## src/rtl/regfile_pkg.sv

```systemverilog
// Shared definitions for the register file: bus widths, register count and strobe levels.
package regfile_pkg;

   localparam int REGS_ADDR_BUS = 5;
   localparam int REGS_DATA_BUS = 32;
   localparam int REG_NUM       = 32;

   localparam logic ENABLE  = 1'b1;
   localparam logic DISABLE = 1'b0;

   localparam logic [REGS_ADDR_BUS-1:0] ZERO_ADDR = '0;

   typedef logic [REGS_DATA_BUS-1:0] reg_data_t;
   typedef logic [REGS_ADDR_BUS-1:0] reg_addr_t;

endpackage

```

## src/rtl/regfile_scoreboard.sv

```systemverilog
// Pending-write scoreboard: one bit per register, set on issue, cleared on writeback.
module regfile_scoreboard
   import regfile_pkg::*;
(
   input  logic                     clock,
   input  logic                     reset,
   input  logic                     issue_enable,
   input  logic [REGS_ADDR_BUS-1:0] issue_addr,
   input  logic                     write_enable,
   input  logic [REGS_ADDR_BUS-1:0] write_addr,
   output logic [REG_NUM-1:0]       pending
);

   logic [REG_NUM-1:0] pending_q;
   logic [REG_NUM-1:0] pending_d;

   always_comb begin
      pending_d = pending_q;
      if (write_enable == ENABLE && write_addr != ZERO_ADDR) begin
         pending_d[write_addr] = 1'b0;
      end
      // Set is applied after clear: a newer in-flight writer outranks the retiring one.
      if (issue_enable == ENABLE && issue_addr != ZERO_ADDR) begin
         pending_d[issue_addr] = 1'b1;
      end
      pending_d[0] = 1'b0;
      if (reset) begin
         pending_d = '0;
      end
   end

   always_ff @(posedge clock) begin
      pending_q <= pending_d;
   end

   assign pending = pending_q;

endmodule

```

## src/rtl/regfile.sv

```systemverilog
// 32x32 register file with combinational, write-bypassed read ports and a hazard scoreboard.
module regfile
   import regfile_pkg::*;
(
   input  logic                     clock,
   input  logic                     reset,
   input  logic                     write_enable,
   input  logic [REGS_ADDR_BUS-1:0] write_addr,
   input  logic [REGS_DATA_BUS-1:0] write_data,
   input  logic                     read_enable1,
   input  logic [REGS_ADDR_BUS-1:0] read_addr1,
   input  logic                     read_enable2,
   input  logic [REGS_ADDR_BUS-1:0] read_addr2,
   output logic [REGS_DATA_BUS-1:0] read_result1,
   output logic [REGS_DATA_BUS-1:0] read_result2,
   input  logic                     issue_enable,
   input  logic [REGS_ADDR_BUS-1:0] issue_addr,
   output logic                     stall_request
);

   reg_data_t          regs_q [REG_NUM];
   reg_data_t          regs_d [REG_NUM];
   logic [REG_NUM-1:0] pending;
   logic               write_valid;

   logic [1:0]         rd_en;
   reg_addr_t          rd_addr [2];
   reg_data_t          rd_data [2];
   logic [1:0]         rd_stall;

   assign write_valid = (write_enable == ENABLE) && (write_addr != ZERO_ADDR);

   regfile_scoreboard u_scoreboard (
      .clock        (clock),
      .reset        (reset),
      .issue_enable (issue_enable),
      .issue_addr   (issue_addr),
      .write_enable (write_enable),
      .write_addr   (write_addr),
      .pending      (pending)
   );

   // Register 0 is held at zero; every other register loads only on a matching writeback.
   assign regs_d[0] = '0;
   for (genvar gi = 1; gi < REG_NUM; gi++) begin : g_reg
      assign regs_d[gi] = reset ? '0 :
                          (write_valid && write_addr == REGS_ADDR_BUS'(gi)) ? write_data :
                          regs_q[gi];
   end

   always_ff @(posedge clock) begin
      regs_q <= regs_d;
   end

   assign rd_en      = {read_enable2, read_enable1};
   assign rd_addr[0] = read_addr1;
   assign rd_addr[1] = read_addr2;

   for (genvar gi = 0; gi < 2; gi++) begin : g_port
      logic active;
      logic bypass;
      assign active = !reset && rd_en[gi] == ENABLE && rd_addr[gi] != ZERO_ADDR;
      assign bypass = write_valid && write_addr == rd_addr[gi];
      assign rd_data[gi]  = !active ? '0 : (bypass ? write_data : regs_q[rd_addr[gi]]);
      // The writeback landing this cycle satisfies the hazard, so it never stalls.
      assign rd_stall[gi] = active && pending[rd_addr[gi]] && !bypass;
   end

   assign read_result1  = rd_data[0];
   assign read_result2  = rd_data[1];
   assign stall_request = |rd_stall;

endmodule

```

## config.mk

```make
export PLATFORM = sky130hd
export DESIGN_NAME = regfile
export DESIGN_NICKNAME = d
export VERILOG_FILES = /design/src/rtl/regfile_pkg.sv /design/src/rtl/regfile_scoreboard.sv /design/src/rtl/regfile.sv
export SDC_FILE = /design/constraint.sdc
export NUM_CORES = 2
export LEC_CHECK = 0
export CORE_ASPECT_RATIO = 0.5
export CORE_MARGIN = 8
export CORE_UTILIZATION = 30
export CTS_BUF_LIST = sky130_fd_sc_hd__clkbuf_8
export DETAILED_ROUTE_END_ITERATION = 16
export PLACE_DENSITY = 0.56
export SLEW_MARGIN = 15
export SYNTH_ARGS = -nofsm -noshare
export SYNTH_HDL_FRONTEND = slang
export SYNTH_SLANG_ARGS = --single-unit
```

## constraint.sdc

```tcl
create_clock -name clock -period 3.1 [get_ports clock]
set_input_delay 0.62 -clock clock [delete_from_list [all_inputs] [get_ports clock]]
set_output_delay 0.62 -clock clock [all_outputs]
set_load 0.02 [all_outputs]
```

-- After elaboration in Yosys (flattened, before gate mapping)
Cells that the tools add are included.
- register bits: 1024
- logic and storage cells: 152
- bitwise operators: 5
- order comparisons: 8
- equal/unequal tests: 33
- reductions and logical operators: 53
- multiplexer cells: 20
- operators by type and width (kind ; count):
    $bmux 32 s5 ; 2
    $mux 32 ; 10
    $eq 5x5->1 const B ; 16
    $logic_and 1x1->1 ; 45
    $eq 5x4->1 const B ; 8
    $and 32x32->32 ; 1
    $not 32->32 ; 1
    $or 32x32->32 ; 1
    $lt 5x6->1 const B ; 4
    $eq 5x3->1 const B ; 4
    $reduce_bool 5->1 ; 4
    $ge 6x6->1 const B ; 2
    $not 5->6 ; 2
    $bmux 1 s5 ; 2
    $demux 1 s5 ; 2
    $eq 5x2->1 const B ; 2
    $eq 5x5->1 ; 2
    $ge 5x1->1 const B ; 2
    $eq 5x1->1 const B ; 1
    $mux 1 ; 4
    $logic_not 1->1 ; 3
    $reduce_or 2->1 ; 1

-- Depth between registers and ports, before layout
- depth after elaboration: 9
- gate-level depth with buffers: 9
- mapped depth without buffers: 5

-- Hierarchy
Synthesis repeated with hierarchy kept, for this count alone.
- cell total of the unflattened synthesis: 6133
- area, all modules: 52801.9 µm²
- modules (own cells, without submodules) (module ; cells an instance ; instances ; area each (µm²)):
    regfile ; 5968 ; 1 ; 51424.3
    regfile_scoreboard ; 165 ; 1 ; 1377.6

-- Worst setup path before layout
No wires, ideal clock.
- path kind: input to output
- from: input port read_addr2[0]
- to: output port read_result2[14]
- data required time: 2.480 ns
- cell stages on the path: 6
- path buffers: 3
- setup slack: -0.031 ns
- data arrival time: 2.511 ns
- cells stage by stage: buf_2 > buf_2 > buf_2 > mux4_2 > a211o_1 > a32o_1
- longest elaborated chain between the ends: 6
- ends and longest elaborated chain (what ; RTL line ; RTL):
    start, declared ; regfile.sv:13 ; input logic [REGS_ADDR_BUS-1:0] read_addr2,
    $not 5->6 (not written as such) ; regfile.sv:64 ; assign rd_data[gi] = !active ? '0 : (bypass ? write_data : regs_q[rd_addr[gi]]);
    $bmux 32 s5 ; regfile.sv:64 ;
    $mux 32 (not written as such) (2 in a row) ; regfile.sv:64 ;
    $mux 32 ; regfile.sv:64 ;
    $mux 32 * ; regfile.sv:64 ;
    end, declared ; regfile.sv:15 ; output logic [REGS_DATA_BUS-1:0] read_result2,
Mark *: on every way between the ends. The rest lies on a longest branch, timed or not. The select of a mux whose other input is x is not followed.

-- Worst setup path in the final report
- from: register regs_q[410] (netlist name)
- to: output port read_result1[26]
- longest elaborated chain between the ends: 5
- ends and longest elaborated chain (what ; RTL line ; RTL):
    start, declared ; regfile.sv:21 ; reg_data_t regs_q [REG_NUM];
    start signal, assigned ; regfile.sv:52 ; regs_q <= regs_d;
    $bmux 32 s5 ; regfile.sv:64 ;
    $mux 32 (not written as such) (2 in a row) ; regfile.sv:64 ;
    $mux 32 (2 in a row) ; regfile.sv:64 ;
    end, declared ; regfile.sv:14 ; output logic [REGS_DATA_BUS-1:0] read_result1,
Every way passes these cells. The select of a mux whose other input is x is not followed.

==> run summary <==
CTS tree - done
register area share after synthesis - 39.1%
area share of the largest cell type after synthesis - 39.1%
Initial Util - 30.2%
Mean Syn Cell Area - 8.57 um^2
Die Height - 312 um
Startpoint Class - flip-flop
die area - 189,000 um^2
synthesized area - 52,400 um^2
LEAKAGE - 23.2 nW
period utilization - 113%
status - complete, but fails checks
htree depth - 4
Final Power - 0.0296 W
largest net degree at the start of global routing - 216
leading cell type by number of instances after synthesis - nand2_1
Total GRT Usage - 24.7%
Final Hold Fails - 0
Setup violations, final - 65
drt first-iter violations - 7,199
CP Class - reg2out
Final GP Congestion - 0.934
CP arrival - 2.88 ns
row count - 108
Crit path required time - 2.48 ns
clk_lat worst skew - 0.91 ns
top routing layer used - met5
WL met3 - 31,100 um
ys async rst share - 0%
VDD IR max - 453 uV
Clock Pin Slew Worst Setup and Hold Paths - 0.06 ns
initial antenna violation count - 9
failing checks - setup timing
Pwr Density - 443 nW/um^2
final wirelength - 249,000 um
Area Growth Syn to Fin - 27.4%
Synth Net Count - 6,179
Yosys warnings - 0
DRT Pass-1 Iters - 8
Gate Count Post-Synth - 6,121
dpl hpwl - 154,000 um
Post-synth EDFFs - 0
WL met2 - 106,000 um
CP Max Fanout - 2
worst min path class - in2reg
CTS Buffer Depth - 3
Max Cap Viol - 0
Non-Filler Cell Area, Final - 66,800 um^2
M1 WL - 95,400 um
Post-DRT Antenna Nets - 0
I/O Buffers - 122
Synth area leader - dfxtp_1
R2R cell count - 4
FF+latch area - 20,700 um^2
total CTS buffers - 170
drt drc - 0
I/O pin count - 123
hold depth - 3
filler cell count - 17,200
Cell variety after synth - 51
global route overflow - 0
top post-synthesis cells by area - dfxtp_1, mux4_2, nand2_1, a21oi_1, clkbuf_1
Worst slew margin - 17.0%
Multi-input gate area - 30,600 um^2
slew at the pin closest to its max-slew limit - 1.25 ns
Fin Hold WS - 0.157 ns
area post-placement - 60,400 um^2
NumNets Final - 6,496
Die Wd - 607 um
via count - 52,000
Seq cells post-synth - 1,023
total clock sinks - 1,023
share of cells above drive strength 1 - 29.8%
CORE AREA - 174,000 um^2
max-slew violations - 0
number of global-route vias before repair - 48,100
minimum clock period - 3.50 ns
synth cell count leaders - nand2_1, dfxtp_1, a21oi_1
predominant post-synthesis flop cell - dfxtp_1
WL/cell - 28.0 um
total negative setup slack - -15.31 ns
top achievable clock speed - 285 MHz
clock tree root driver cell - clkbuf_8
via/cell ratio - 5.85
pre-CTS setup slack - -1.19 ns
RSZ-0062 raised after global routing - true
first-pass GRT wire length - 351,000 um
final setup skew - 0 ns
Setup WS post-layout - -0.403 ns
crit path capture type - output port
## final timing paths
kind                                   from                to  slack (ns)
worst max-delay path            regs_q[410]  read_result1[26]       -0.40
worst min-delay path                  reset       regs_q[436]        0.16
worst max register to register  regs_q[504]       regs_q[504]        2.27
worst min register to register   regs_q[47]        regs_q[47]        0.46
## critical path, stage by stage (launching register included)
cell      delay [ns]
dfxtp_2         0.34
mux4_2          0.53
a22oi_2         0.27
o311ai_2        0.14
nor3_2          0.25
o21ai_2         0.11
buf_4           0.19
buf_6           0.14
## power by group
part           switching, W  internal, W  total, W  leakage, nW
clock network       0.00596      0.00658    0.0125         1.99
logic               0.00231      0.00145   0.00376         12.9
registers         0.0000754       0.0132    0.0133         8.33
total               0.00835       0.0213    0.0296         23.2
## cell type report
class	instances	share of cell area (%)
multi-input combinational	4403	45.8
timing repair buffer	817	13.5
sequential	1023	30.9
antenna	11	0.0412
inverter	23	0.135
tap	2310	4.33
clock buffer	224	4.61
clock inverter	74	0.554
## flip-flops by register name (all words and copies together) (netlist names)
register              count
u_scoreboard.pending     31
regs_q                  992
## metrics by stage
step | std cells | util [%]
after floorplan | 6121 | -
after global placement | 8485 | 34.8
after detailed placement | 8485 | 34.8
after CTS | 8822 | 37.8
after global routing | 8879 | 38.5
final | 8885 | 38.5
## layer usage
layer / up-vias / global-route usage [%]
li1: 22200 / -
met1: 25500 / 31.9
met2: 3541 / 36.8
met3: 791 / 6.71
met4: 2 / 15.0
met5: - / 0
## cells by family (layout without fill, tap and decap cells)
| family | after synthesis | after routing | share of synthesized area (%) |
|---|---|---|---|
| AO/OA/AOI/OAI | 1456 | 1456 | 16.8 |
| multiplexers | 617 | 617 | 21.4 |
| flip-flops | 1023 | 1023 | 39.1 |
| XOR/XNOR | 10 | 10 | 0.167 |
| AND/OR/NAND/NOR | 2318 | 2320 | 17.2 |
| buffers and inverters | 697 | 1138 | 5.39 |
| other | 0 | 11 | 0 |
## layout by cell type, fill, tap and decap left out, types with 16 or more instances in the layout
master	netlist	final
a211o_1	31	16
a21oi_1	1009	1002
a221o_1	40	37
a221oi_1	52	31
a221oi_2	0	21
a22o_1	55	55
a22oi_1	74	45
a22oi_2	0	29
a32o_2	0	46
buf_12	0	152
buf_4	15	474
buf_6	4	113
clkbuf_8	0	224
clkdlybuf4s50_1	0	40
dfxtp_1	1023	863
dfxtp_2	0	160
inv_1	23	73
mux2_2	67	66
mux2i_1	154	149
mux4_2	396	396
nand2_1	2052	2023
nand2_2	0	26
nand3_2	0	26
nor2_1	112	78
nor2_4	0	23
nor2b_1	25	16
nor3_1	46	30
o221ai_1	49	39
o22ai_1	27	27
## timing repair
action,4_1_cts,5_1_grt
setup endpoints to repair,65,65
pin swaps,198,90
hold buffers,0,0
gates cloned,5,11
setup buffers,44,49
endpoints found under the hold margin,0,0
resized for setup,705,182
No activity file was read; power rests on OpenSTA's default activity.
